--- src/rtl/fetch_sequencer_if.sv ---
// Fetch-side bus between fetch_sequencer, InstructionMemory and the datapath.
// Retired_cnt exists only when FETCH_PERF_CNT_EN is defined.
interface fetch_sequencer_if #(
  parameter int unsigned ADDR_W = 16
);
  logic [ADDR_W-1:0] Address;
  logic              I_rd;
  logic [15:0]       Instruction;
  logic [15:0]       IR;
  logic              Dec_valid;
  logic              Exec_done;
  logic              Zero;
  logic [ADDR_W-1:0] PC;
  logic              Halted;
`ifdef FETCH_PERF_CNT_EN
  logic [15:0]       Retired_cnt;

  modport master (
    output Address, I_rd, IR, Dec_valid, PC, Halted, Retired_cnt,
    input  Instruction, Exec_done, Zero
  );
  modport slave (
    input  Address, I_rd, IR, Dec_valid, PC, Halted, Retired_cnt,
    output Instruction, Exec_done, Zero
  );
`else
  modport master (
    output Address, I_rd, IR, Dec_valid, PC, Halted,
    input  Instruction, Exec_done, Zero
  );
  modport slave (
    input  Address, I_rd, IR, Dec_valid, PC, Halted,
    output Instruction, Exec_done, Zero
  );
`endif
endinterface

--- src/rtl/fetch_sequencer.sv ---
// PC/fetch controller: FETCH -> DECODE -> EXEC, jz redirect, sticky halt.
// Optional retired-instruction counter enabled by FETCH_PERF_CNT_EN.
module fetch_sequencer #(
  parameter int unsigned ADDR_W    = 16,
  parameter int unsigned MEM_DEPTH = 128,
  parameter int unsigned RESET_PC  = 0
) (
  input  logic               Clk,
  input  logic               Rst,
  fetch_sequencer_if.master  bus
);

  localparam logic [ADDR_W:0]   DEPTH_L    = (ADDR_W+1)'(MEM_DEPTH);
  localparam logic [ADDR_W-1:0] RESET_PC_L = ADDR_W'(RESET_PC);

  typedef enum logic [1:0] {
    S_FETCH,
    S_DECODE,
    S_EXEC,
    S_HALT
  } state_t;

  state_t            r_state;
  state_t            w_next;
  logic [ADDR_W-1:0] r_pc;
  logic [15:0]       r_ir;
  logic [ADDR_W-1:0] w_offset;
  logic [ADDR_W-1:0] w_pc_next;
  logic              w_oob;
  logic              w_illegal;
  logic              w_take;

  assign w_oob     = ({1'b0, r_pc} >= DEPTH_L);
  assign w_illegal = (r_ir[15:12] > 4'd5);
  assign w_take    = (r_ir[15:12] == 4'd5) && bus.Zero;
  assign w_offset  = {{(ADDR_W-8){r_ir[7]}}, r_ir[7:0]};
  assign w_pc_next = r_pc + (w_take ? w_offset : ADDR_W'(1));

  always_ff @(posedge Clk) begin
    if (Rst) r_state <= S_FETCH;
    else     r_state <= w_next;
  end

  always_comb begin
    w_next = r_state;
    unique case (r_state)
      S_FETCH:  w_next = w_oob ? S_HALT : S_DECODE;
      S_DECODE: w_next = w_illegal ? S_HALT : S_EXEC;
      S_EXEC:   w_next = bus.Exec_done ? S_FETCH : S_EXEC;
      S_HALT:   w_next = S_HALT;
      default:  w_next = S_FETCH;
    endcase
  end

  // Outputs are forced low while Rst is high, whatever state reset interrupted.
  // An illegal opcode never raises Dec_valid, so the datapath never starts it.
  always_comb begin
    bus.I_rd      = 1'b0;
    bus.Dec_valid = 1'b0;
    bus.Halted    = 1'b0;
    if (!Rst) begin
      bus.I_rd      = (r_state == S_FETCH) && !w_oob;
      bus.Dec_valid = (r_state == S_DECODE) && !w_illegal;
      bus.Halted    = (r_state == S_HALT);
    end
  end

  always_ff @(posedge Clk) begin
    if (Rst) begin
      r_pc <= RESET_PC_L;
      r_ir <= '0;
    end else begin
      if (r_state == S_FETCH && !w_oob) r_ir <= bus.Instruction;
      if (r_state == S_EXEC && bus.Exec_done) r_pc <= w_pc_next;
    end
  end

  assign bus.Address = r_pc;
  assign bus.PC      = r_pc;
  assign bus.IR      = r_ir;

`ifdef FETCH_PERF_CNT_EN
  logic [15:0] r_retired;

  always_ff @(posedge Clk) begin
    if (Rst) begin
      r_retired <= '0;
    end else if (r_state == S_EXEC && bus.Exec_done && r_retired != '1) begin
      r_retired <= r_retired + 16'd1;
    end
  end

  assign bus.Retired_cnt = r_retired;
`endif

endmodule

--- src/flat_wrapper.sv ---
// flat-port wrapper written by rule: the top's interface ports become plain ports
module fetch_sequencer_flat 
#(
  parameter int unsigned ADDR_W    = 16,
  parameter int unsigned MEM_DEPTH = 128,
  parameter int unsigned RESET_PC  = 0
)
  (Clk, Rst, bus_Address, bus_I_rd, bus_IR, bus_Dec_valid, bus_PC, bus_Halted, bus_Instruction, bus_Exec_done, bus_Zero);
  fetch_sequencer_if #(.ADDR_W(ADDR_W)) bus_i ();
  input  logic Clk;
  input  logic Rst;
  output wire logic [$bits(bus_i.Address)-1:0] bus_Address;
  output wire logic [$bits(bus_i.I_rd)-1:0] bus_I_rd;
  output wire logic [$bits(bus_i.IR)-1:0] bus_IR;
  output wire logic [$bits(bus_i.Dec_valid)-1:0] bus_Dec_valid;
  output wire logic [$bits(bus_i.PC)-1:0] bus_PC;
  output wire logic [$bits(bus_i.Halted)-1:0] bus_Halted;
  input wire logic [$bits(bus_i.Instruction)-1:0] bus_Instruction;
  input wire logic [$bits(bus_i.Exec_done)-1:0] bus_Exec_done;
  input wire logic [$bits(bus_i.Zero)-1:0] bus_Zero;
  assign bus_Address = bus_i.Address;
  assign bus_I_rd = bus_i.I_rd;
  assign bus_IR = bus_i.IR;
  assign bus_Dec_valid = bus_i.Dec_valid;
  assign bus_PC = bus_i.PC;
  assign bus_Halted = bus_i.Halted;
  assign bus_i.Instruction = bus_Instruction;
  assign bus_i.Exec_done = bus_Exec_done;
  assign bus_i.Zero = bus_Zero;
  fetch_sequencer #(.ADDR_W(ADDR_W), .MEM_DEPTH(MEM_DEPTH), .RESET_PC(RESET_PC)) u_core (.Clk(Clk), .Rst(Rst), .bus(bus_i));
endmodule
--- config.mk ---
export PLATFORM = sky130hd
export DESIGN_NAME = fetch_sequencer_flat
export DESIGN_NICKNAME = d
export VERILOG_FILES = /design/src/rtl/fetch_sequencer_if.sv /design/src/rtl/fetch_sequencer.sv /design/src/flat_wrapper.sv
export SDC_FILE = /design/constraint.sdc
export NUM_CORES = 1
export LEC_CHECK = 0
export CORE_MARGIN = 10
export CORE_UTILIZATION = 45
export DETAILED_ROUTE_END_ITERATION = 16
export GPL_ROUTABILITY_DRIVEN = 0
export PLACE_DENSITY_LB_ADDON = 0.25
export SLEW_MARGIN = 20
export SYNTH_ARGS = -nofsm -noshare
export SYNTH_HDL_FRONTEND = slang
export SYNTH_SLANG_ARGS = --single-unit
--- constraint.sdc ---
create_clock -name Clk -period 3.5 [get_ports Clk]
set_clock_uncertainty 0.2 [all_clocks]
set_input_delay 0.7 -clock Clk [delete_from_list [all_inputs] [get_ports Clk]]
set_output_delay 0.7 -clock Clk [all_outputs]
set_load 0.02 [all_outputs]
# ---- After elaboration in Yosys (flattened, before gate mapping)
# Cells that the tools add are included.
dict set report op_classes {
  addsub 1
  reduce_logical 7
  magnitude_cmp 2
  muxes 8
  n_eq_ne 4
}
# op count
set op_table {}
lappend op_table {{$add 16x16->16} 1}
lappend op_table {{$ge 16x8->1 const B} 1}
lappend op_table {{$mux 16} 1}
lappend op_table {{$pmux 2 s4} 1}
lappend op_table {{$eq 2x2->1 const B} 2}
lappend op_table {{$eq 4x3->1 const B} 1}
lappend op_table {{$gt 4x3->1 const B} 1}
lappend op_table {{$logic_and 1x1->1} 4}
lappend op_table {{$mux 1} 4}
lappend op_table {{$mux 2} 2}
lappend op_table {{$eq 2x1->1 const B} 1}
lappend op_table {{$logic_not 1->1} 2}
lappend op_table {{$logic_not 2->1} 1}
dict set report totals {
  inputBits 20
  out_inout_bits 51
  elab_cells 25
  reg_bits 34
}

# ---- Depth between registers and ports, before layout
dict set report logic_depth {
  ltp_word 4
  mapped_depth 11
  ltp_nobuf 10
}

# ---- Worst setup path after synthesis
# OpenSTA, ideal clock, no wires.
dict set report synth_path {
  path_kind {reg2reg}
  startpoint {register u_core.r_ir[15], in the netlist u_core.bus.IR[15]}
  endpoint {register u_core.r_pc[11], in the netlist u_core.bus.Address[11]}
  setup_ns 0.123
  setup_slack_ns 0.396
  path_stages_with_launch 11
  synth_period_minus_slack_ns 3.104
  arrival_time_ns 2.781
  required_time_ns 3.177
  n_path_buf 1
  cell_sequence {dfxtp_1 and4bb_2 buf_4 and3_1 ha_1 a21o_1 a21o_1 o31a_1 or2_4 a31oi_1 mux2_1}
}
dict set report synth_via {
  elab_chain_cells 4
}
# item line_no
set synth_rtl {}
lappend synth_rtl {{start: declaration} fetch_sequencer.sv:26} ;# logic [15:0] r_ir;
lappend synth_rtl {{start signal: assignment} fetch_sequencer.sv:73} ;# if (r_state == S_FETCH && !w_oob) r_ir <= bus.Instruction;
lappend synth_rtl {{$eq 4x3->1} fetch_sequencer.sv:35} ;# assign w_take = (r_ir[15:12] == 4'd5) && bus.Zero;
lappend synth_rtl {{$logic_and 1x1->1} fetch_sequencer.sv:35}
lappend synth_rtl {{$mux 16} fetch_sequencer.sv:37} ;# assign w_pc_next = r_pc + (w_take ? w_offset : ADDR_W'(1));
lappend synth_rtl {{$add 16x16->16} fetch_sequencer.sv:37}
lappend synth_rtl {{end signal: assignment} fetch_sequencer.sv:74} ;# if (r_state == S_EXEC && bus.Exec_done) r_pc <= w_pc_next;
lappend synth_rtl {{end: declaration} fetch_sequencer.sv:25} ;# logic [ADDR_W-1:0] r_pc;
# Every way passes these cells.
# A chain may end at the register's enable or synchronous reset.

# ---- Worst setup path in the final report
dict set report layout_path {
  startpoint {input bus_Zero}
  endpoint {register u_core.r_pc[10], in the netlist u_core.bus.Address[10]}
}
dict set report layout_via {
  elab_chain_cells 3
}
# item line_no
set layout_rtl {}
lappend layout_rtl {{start: declaration} flat_wrapper.sv:20} ;# input wire logic [$bits(bus_i.Zero)-1:0] bus_Zero;
lappend layout_rtl {{$logic_and 1x1->1} fetch_sequencer.sv:35}
lappend layout_rtl {{$mux 16} fetch_sequencer.sv:37}
lappend layout_rtl {{$add 16x16->16} fetch_sequencer.sv:37}
# Every way passes these cells.

==> impl_metrics.tcl <==
set metrics [dict create \
    path_clk_slew_ns 0.07 \
    grt_pass1_wl_um 8410 \
    drc_errors 0 \
    clock_sinks 34 \
    viasPerCell 5.20 \
    synth_area_mm2 0.00200 \
    pre_cts_slack_ns -0.0171 \
    highest_layer "met4" \
    gr-total-overflow 0 \
    ctsHoldBuffers 0 \
    fmax_ghz 0.309 \
    drv_cap 0 \
    synth_edf_count 0 \
    postRouteAntennaNets 0 \
    syn-num-nets 252 \
    clockBufferDepth 2 \
    syn_inst 224 \
    finalSetupTns_ns 0 \
    cts_root_buf "clkbuf_8" \
    power_uw 963 \
    worst_pin_slew_ns 0.448 \
    dieArea_mm2 0.00751 \
    die_w_um 86.7 \
    port_buffers 70 \
    wire_per_inst_um 15.4 \
    crit_fanout 6 \
    antenna_found_initial 0 \
    met2WireLength_um 2410 \
    post_route_cells_drive_above_1_share_pct 8.74 \
    start_kind "input pin" \
    grt_use_total_pct 13.8 \
    synth_seq_cells 34 \
    synth-main-ff-cell "dfxtp_1" \
    cts_tree "done" \
    core-area_mm2 0.00432 \
    period_share_pct 92.4 \
    rows 24 \
    grt_start_max_net_pins 18 \
    synthArstFlopShare_pct 0 \
    r2r_cells 11 \
    grt_pass1_vias 1716 \
    yosys.cell_types.count 47 \
    path_class "in -> reg" \
    hpwl_um 4060 \
    timing.hold.ws_ns 0.291 \
    status "finished clean" \
    ir_drop_uv 320 \
    start_util_pct 46.3 \
    io_pins 71 \
    drt_pre_antenna_iters 4 \
    met3_length_um 474 \
    max_slew_margin_pct 70.0 \
    drv_slew 0 \
    rsz0062_at_grt "no" \
    hold_path_class "reg -> reg" \
    cts_setup_buffers 0 \
    routed_wl_um 5190 \
    met1_length_um 2250 \
    setup_ws_ns 0.268 \
    p_per_area_mw_per_mm2 352 \
    nFillCells 383 \
    clkLatencyLatePin_ns 0.29 \
    end_kind "flop" \
    hold_violations 0 \
    worst-endpoint-required_ns 3.48 \
    htree_levels 2 \
    die_h_um 86.7 \
    leakagePower_nw 1.17 \
    syn_to_final_growth_pct 36.8 \
    worstPathArrival_ns 3.22 \
    synth.yosys.seq_area_share_pct 34.0 \
    dp_cells 330 \
    hold_depth 2 \
    cts_resized 0 \
    n_antenna_cell 0 \
    yosysWarnings 0 \
    num_vias 1756 \
    setup_viol 0 \
    post_synth.cell_area_avg_um2 8.93 \
    fin_crit_ns 3.23 \
    cts-buffers-inserted 5 \
    fin_cells 338 \
    num-nets-final 313 \
    drtIter0Drc 99 \
]
-- cell type report --
type / count / area (µm²) / area share, %
Multi-Input combinational cell: 164 / 1120 / 41.1
Timing Repair Buffer: 80 / 776 / 28.3
Sequential cell: 34 / 681 / 24.9
Clock buffer: 7 / 86.3 / 3.16
Tap cell: 52 / 65.1 / 2.38
Clock inverter: 1 / 5.00 / 0.183
-- per-layer routing --
metal	GRT usage (%)	vias up
met5	0	-
met2	21.5	54
met3	7.22	7
met1	15.9	790
met4	4.12	0
li1	-	905
-- worst max-delay path, stage by stage --
cell and delay, ns:
clkdlybuf4s50_1 0.55, nand3b_1 0.11, ha_1 0.22, fa_1 0.42, a21o_1 0.23, a31o_2 0.24
a21oi_1 0.12, buf_4 0.16, mux2i_1 0.25, xor2_1 0.18, nor2_1 0.05
-- placed cells by master, fill, tap and decap left out, drive strengths merged, types with 3 or more instances in the layout --
cell and count:
clkdlybuf4s50 70, dfxtp 34, nor2 29, mux2i 20, nand2 15, a21oi 10, buf 10, and3 8
nor2b 7, ha 7, clkbuf 7, nor3 6, nand3 6, xnor2 6, a21o 5, a211oi 4
mux2 4, and3b 3, nor4 3, o21a 3, or3 3
-- synthesized netlist by cell type (all sizes together) (2+ instances only) --
library cell	n	area (µm²)
a211oi	4	30.0
a21o	5	37.5
a21oi	10	50.1
and2	2	12.5
and3	8	51.3
and3b	3	26.3
buf	21	178
clkbuf	5	18.8
dfxtp	34	681
ha	7	87.6
mux2	4	45.0
mux2i	20	200
nand2	15	56.3
nand3	6	30.0
nand3b	2	15.0
nand4	2	12.5
nor2	29	111
nor2b	7	43.8
nor3	6	30.0
nor4	3	18.8
nor4b	2	17.5
o21a	3	22.5
o21ai	2	10.0
or3	3	18.8
or4	2	18.8
xnor2	6	52.6
xor2	2	17.5
-- logic make-up after synthesis --
group	synth area share (%)
flip-flops	34.0
adder cells (fa/ha/maj)	5.38
AND/OR/NAND/NOR	24.6
AO/OA/AOI/OAI	10.4
buffers and inverters	9.82
XOR/XNOR	3.50
multiplexers	12.3
-- stage by stage --
step,utilization [%],cell area (µm²)
2_1_floorplan,-,2000
3_3_place_gp,61.2,2650
3_5_place_dp,61.2,2650
4_1_cts,63.3,2740
5_1_grt,63.3,2740
6_report,63.3,2740
-- where the power goes --
part	total (mW)	internal (mW)	switching, mW
clock	0.303	0.159	0.144
sequential	0.436	0.414	0.0225
combinational	0.223	0.115	0.108
total	0.963	0.688	0.275
-- state kept, by name, summed over array words and instances (netlist names) --
signal	flops
u_core.bus.Address	16
u_core.bus.IR	16
u_core.r_state	2
-- worst paths after layout --
kind,slack (ns),end,from
setup / recovery,0.27,u_core.bus.Address[10],bus_Zero
hold reg to reg,0.29,u_core.bus.Address[4],u_core.bus.Address[4]
hold / removal,0.29,u_core.bus.Address[4],u_core.bus.Address[4]
setup reg to reg,0.44,u_core.bus.Address[10],u_core.bus.IR[15]
No activity file was read; power rests on OpenSTA's default activity.
